## src/rtl/mips_run_ctrl.sv

```systemverilog
// mips_run_ctrl: run/step/halt controller for a MIPS core.
// Gates core writes through core_en and counts retired instructions.
// It also records why the core last stopped.
// Optional feature: define RUNCTRL_BP_EN to build the PC breakpoint comparator.
// Without it, bp_en/bp_addr are ignored and no breakpoint can ever stop the core.
module mips_run_ctrl (
    input  logic        clk,
    input  logic        reset,
    input  logic        run_req,
    input  logic        step_req,
    input  logic        halt_req,
    input  logic        clr_cnt,
    input  logic [31:0] pc,
    input  logic        bp_en,
    input  logic [31:0] bp_addr,
    input  logic [15:0] max_cycles,
    output logic        core_en,
    output logic [1:0]  state,
    output logic [1:0]  cause,
    output logic [31:0] retired
);

    localparam int unsigned CNT_W = 32;

    localparam logic [1:0] CAUSE_NONE  = 2'd0;
    localparam logic [1:0] CAUSE_HALT  = 2'd1;
    localparam logic [1:0] CAUSE_BP    = 2'd2;
    localparam logic [1:0] CAUSE_LIMIT = 2'd3;

    typedef enum logic [1:0] {
        ST_IDLE = 2'b00,
        ST_RUN  = 2'b01,
        ST_STEP = 2'b10,
        ST_HALT = 2'b11
    } state_t;

    state_t     state_q;
    logic       bp_skip;
    logic       bp_hit;
    logic       limit_hit;
    logic       stop;
    logic [1:0] stop_cause;

    assign state = state_q;

`ifdef RUNCTRL_BP_EN
    // Breakpoint hit, suppressed for the first executed instruction after a resume.
    always_comb begin
        bp_hit = bp_en && (pc == bp_addr) && !bp_skip;
    end
`else
    logic unused_bp;

    // Breakpoint logic not built; inputs are deliberately left unused.
    always_comb begin
        bp_hit    = 1'b0;
        unused_bp = ^{bp_en, bp_addr, pc, bp_skip};
    end
`endif

    // Stop condition, its highest-priority cause, and the core write enable.
    always_comb begin
        limit_hit = (max_cycles != 16'd0) && (retired >= CNT_W'(max_cycles));
        stop      = halt_req || bp_hit || limit_hit;

        stop_cause = CAUSE_NONE;
        if (halt_req) begin
            stop_cause = CAUSE_HALT;
        end else if (bp_hit) begin
            stop_cause = CAUSE_BP;
        end else if (limit_hit) begin
            stop_cause = CAUSE_LIMIT;
        end

        core_en = reset && ((state_q == ST_RUN) || (state_q == ST_STEP)) && !stop;
    end

    // State, stop cause, breakpoint skip flag and saturating retired counter.
    always_ff @(posedge clk or negedge reset) begin
        if (!reset) begin
            state_q <= ST_IDLE;
            cause   <= CAUSE_NONE;
            retired <= '0;
            bp_skip <= 1'b0;
        end else begin
            if (clr_cnt) begin
                retired <= '0;
            end else if (core_en && (retired != {CNT_W{1'b1}})) begin
                retired <= retired + CNT_W'(1);
            end

            if (core_en) begin
                bp_skip <= 1'b0;
            end

            case (state_q)
                ST_IDLE, ST_HALT: begin
                    if (!halt_req) begin
                        if (step_req) begin
                            state_q <= ST_STEP;
                            cause   <= CAUSE_NONE;
                            bp_skip <= 1'b1;
                        end else if (run_req) begin
                            state_q <= ST_RUN;
                            cause   <= CAUSE_NONE;
                            bp_skip <= 1'b1;
                        end
                    end
                end
                ST_RUN: begin
                    if (stop) begin
                        state_q <= ST_HALT;
                        cause   <= stop_cause;
                    end
                end
                ST_STEP: begin
                    state_q <= ST_HALT;
                    cause   <= stop_cause;
                end
                default: begin
                    state_q <= ST_IDLE;
                end
            endcase
        end
    end

endmodule

```

## config.mk

```make
export PLATFORM = sky130hd
export DESIGN_NAME = mips_run_ctrl
export DESIGN_NICKNAME = d
export VERILOG_FILES = /design/src/rtl/mips_run_ctrl.sv
export SDC_FILE = /design/constraint.sdc
export NUM_CORES = 1
export LEC_CHECK = 0
export CAP_MARGIN = 5
export CELL_PAD_IN_SITES_DETAIL_PLACEMENT = 0
export CELL_PAD_IN_SITES_GLOBAL_PLACEMENT = 1
export CORE_ASPECT_RATIO = 0.5
export CORE_UTILIZATION = 26
export CTS_BUF_LIST = sky130_fd_sc_hd__clkbuf_2
export CTS_CLUSTER_SIZE = 12
export DETAILED_ROUTE_END_ITERATION = 7
export GPL_TIMING_DRIVEN = 0
export MAX_ROUTING_LAYER = met4
export PLACE_DENSITY_LB_ADDON = 0.1
export SYNTH_ARGS = -nofsm -noshare
export SYNTH_HDL_FRONTEND = slang
export SYNTH_SLANG_ARGS = --single-unit
```

## constraint.sdc

```tcl
create_clock -name clk -period 3.15 [get_ports clk]
set_clock_uncertainty 0.2 [all_clocks]
set_input_delay 0.315 -clock clk [delete_from_list [all_inputs] [get_ports clk]]
set_output_delay 0.315 -clock clk [all_outputs]
set_load 0.02 [all_outputs]
```

==> impl_metrics.py <==
metrics = {
    "worst_hold_path": {
        "hp-class": "in2reg",
    },
    "sta": {
        "slew_headroom": 0.505,
        "hold_viol": 0,
        "fmax_ghz": 0.323,
        "fin_crit_ns": 3.09,
        "worst_pin_slew_ns": 0.742,
        "finalSetupViolCount": 0,
        "whs_ns": 0.271,
        "drv_slew": 0,
        "rsz0062_at_grt": "yes",
        "min_period_over_period": 0.982,
        "finalSetupTns_ns": 0,
    },
    "clock_tree": {
        "cts_sinks": 36,
        "htreeDepth": 2,
        "clk_pin_slew_ns": 0.21,
        "cts_root_buf": "clkbuf_2",
        "numCtsBuffers": 5,
        "clk_path_buf_depth": 2,
        "tritoncts": "built",
        "clock_latency_ns": 0.43,
    },
    "yosys": {
        "synth.avg_cell_area_um2": 8.73,
        "synth_warnings": 0,
        "synth_top_area_frac": 0.367,
        "synth_top_family_by_area": "simple AND/OR/NAND/NOR gates",
        "synthCells": 281,
        "synthAdderAreaFrac": 0.0918,
        "synthesis.area_um2": 2450,
        "synth-simple-area-share": 0.250,
        "synth_seq_area_share": 0.367,
        "ys_ff_latch": 36,
        "ys.flop_type": "dfrtp_1",
        "synth_edf_count": 0,
        "synthesis.nets": 386,
        "synth_mux_area_frac": 0.0138,
        "ys_top_cells_by_count": "36 x dfrtp_1, 30 x a21oi_1, 23 x inv_1",
        "synth_xor_area_frac": 0.0107,
        "synthArstFlopShare": 1.00,
        "yosysUniqueCellTypes": 41,
        "synth-compound-area-share": 0.216,
        "ys_top_cells_by_area": "dfrtp_1 37%, ha_1 9.2%, a21oi_1 6.1%, inv_1 3.5%, nand3_1 3.5%",
        "synth_top_area_cell": "dfrtp_1",
        "synth.most_common_cell": "dfrtp_1",
    },
    "layout": {
        "fill_cells": 922,
        "design.final.nets": 463,
        "seq_area_um2": 912,
        "area_growth_pct": 41.6,
        "multi_input_area_um2": 1560,
        "antenna_cells": 0,
        "final_layout_size_suffix_gt1_frac": 0.195,
    },
    "die": {
        "fp-row-count": 24,
        "core_um2": 8920,
        "ios": 124,
        "chipHeight_um": 70.7,
        "die_w_um": 139,
        "initial_core_util": 0.275,
        "die-area_um2": 9850,
    },
    "route": {
        "num_vias": 2526,
        "wire_per_inst_um": 17.7,
        "routed_wl_um": 8420,
        "route.detailed.drc": 0,
        "final_antenna_net_count": 0,
        "initialDrtViolationCount": 79,
        "dr.pass1.iters": 4,
        "avgViaCountPerCell": 5.31,
    },
    "placement": {
        "dp_hpwl_um": 6010,
        "gp_congestion": 0.781,
        "port-buffer-count": 57,
    },
    "global_route": {
        "grtUsageMet3": 0.0406,
        "grt_pass1_wl_um": 13500,
        "track_usage": 0.185,
        "overflow": 0,
        "met2_usage": 0.283,
        "grt-busiest-layer": "met2",
        "grt_pass1_vias": 2479,
        "grt_start_max_net_pins": 33,
        "antenna_found_initial": 0,
        "met1_usage": 0.249,
    },
    "outcome": {
        "status": "finished clean",
    },
    "worst_setup_path": {
        "critical_path_class": "reg2reg",
        "worst_r2r_endpoint": "retired[30]$_DFFE_PN0P_",
        "crit_path_end_kind": "flop",
        "r2r_setup_slack_ns": 0.06,
        "critPathLaunch": "retired[0]$_DFFE_PN0P_",
        "critPathArrivalTime_ns": 3.27,
        "worst_r2r_path_depth": 9,
        "crit_fanout": 10,
        "crit_end": "retired[30]$_DFFE_PN0P_",
        "cp.required_ns": 3.33,
        "worstReg2RegStart": "retired[0]$_DFFE_PN0P_",
        "worstSetupStartpointType": "flop",
    },
    "pwr": {
        "power.density_nw_per_um2": 326,
        "ir_drop_mv": 0.0987,
        "leakage_nw": 1.35,
    },
    "job": {
        "cap_violations": 0,
    },
}
## critical path: stages, from the launching register on
cell,delay [ns]
dfrtp_2,0.45
buf_4,0.15
ha_1,0.22
and3_1,0.23
and3_1,0.27
a41o_2,0.39
a211o_1,0.34
buf_6,0.16
or4_4,0.48
a21oi_2,0.14
## sequential cells by signal (all words and copies together) (netlist names)
| name | flops |
|---|---|
| retired | 32 |
| cause | 2 |
| state | 2 |
## power by group
part	leakage (nW)	switching, W	internal, W
Combinational	0.837	0.000231	0.000169
Sequential	0.479	0.0000128	0.000484
Clock	0.0302	0.000186	0.0000497
Total	1.35	0.000430	0.000702
## metal layers
metal | wire, um | vias to the layer above | part of all wire
li1 | - | 1210 | -
met1 | 4250 | 1241 | 0.51
met2 | 3700 | 67 | 0.44
met3 | 401 | 8 | 0.048
met4 | 68 | 0 | 0.0081
met5 | 0 | - | 0
## through the flow
step	cell area, um2	total power (W)	worst slack [ns]	util	cells
floorplan	2450	0.000704	0.0453	-	281
global placement	3170	0.000857	-1.38	0.356	455
detailed placement	3190	0.000865	-0.608	0.357	456
CTS	3380	0.00112	-0.00853	0.379	474
global route	3470	0.00121	-0.102	0.390	476
finish	3470	0.00113	0.0564	0.390	476
## layout by cell type, fill, tap and decap left out, types with 3 or more instances in the layout
cell type / count
clkbuf_2: 6
mux2_2: 3
or3b_2: 3
dfrtp_1: 27
inv_1: 22
nor3_2: 3
o21a_1: 4
or4_1: 3
nor2b_1: 3
o31ai_2: 3
clkdlybuf4s50_1: 55
nand3_1: 17
a31o_2: 3
nand2b_1: 3
dfrtp_2: 9
ha_1: 16
buf_4: 11
and4_1: 3
nand2_1: 15
xnor2_1: 3
and3_1: 4
nor2_1: 18
o31ai_1: 8
nor4_1: 6
clkbuf_1: 5
or3_1: 9
nand4_1: 9
a21oi_1: 28
or4_4: 3
o21ai_0: 11
## worst min path at each step
stage | depth (start not counted) | startpoint | to | slack (ns)
after global routing | 3 | clr_cnt | retired[25]$_DFFE_PN0P_ | 0.23
after detailed placement | 1 | reset | cause[1]$_DFFE_PN0P_ | -0.04
final | 3 | clr_cnt | retired[25]$_DFFE_PN0P_ | 0.27
after global placement | 2 | cause[0]$_DFFE_PN0P_ | cause[0]$_DFFE_PN0P_ | 0.30
after floorplan | 0 | reset | cause[0]$_DFFE_PN0P_ | -0.18
after CTS | 2 | reset | cause[0]$_DFFE_PN0P_ | 0.002
## repair_timing
action	in CTS	in global routing
endpoints found under the hold margin	36	4
hold buffers	1	1
pin swaps	5	5
endpoints found under the setup margin	25	27
setup buffers	9	1
resized for setup	26	26
## final cells by class
| type | count | share of cell area |
|---|---|---|
| Clock inverter | 3 | 0.00396 |
| Inverter | 23 | 0.0248 |
| Tap cell | 117 | 0.0421 |
| Buffer | 9 | 0.0155 |
| Multi-Input combinational cell | 213 | 0.449 |
| Timing Repair Buffer | 70 | 0.195 |
| Clock buffer | 5 | 0.00720 |
| Sequential cell | 36 | 0.263 |
## kinds of logic (layout without fill, tap and decap cells)
kind of cell    Yosys count  in the layout
simple gates            111            111
fa+ha+maj                18             18
flops                    36             36
compound gates           78             78
xor+xnor                  3              3
mux                       3              3
buf+inv                  32            110
(Power assumes the default switching activity.)
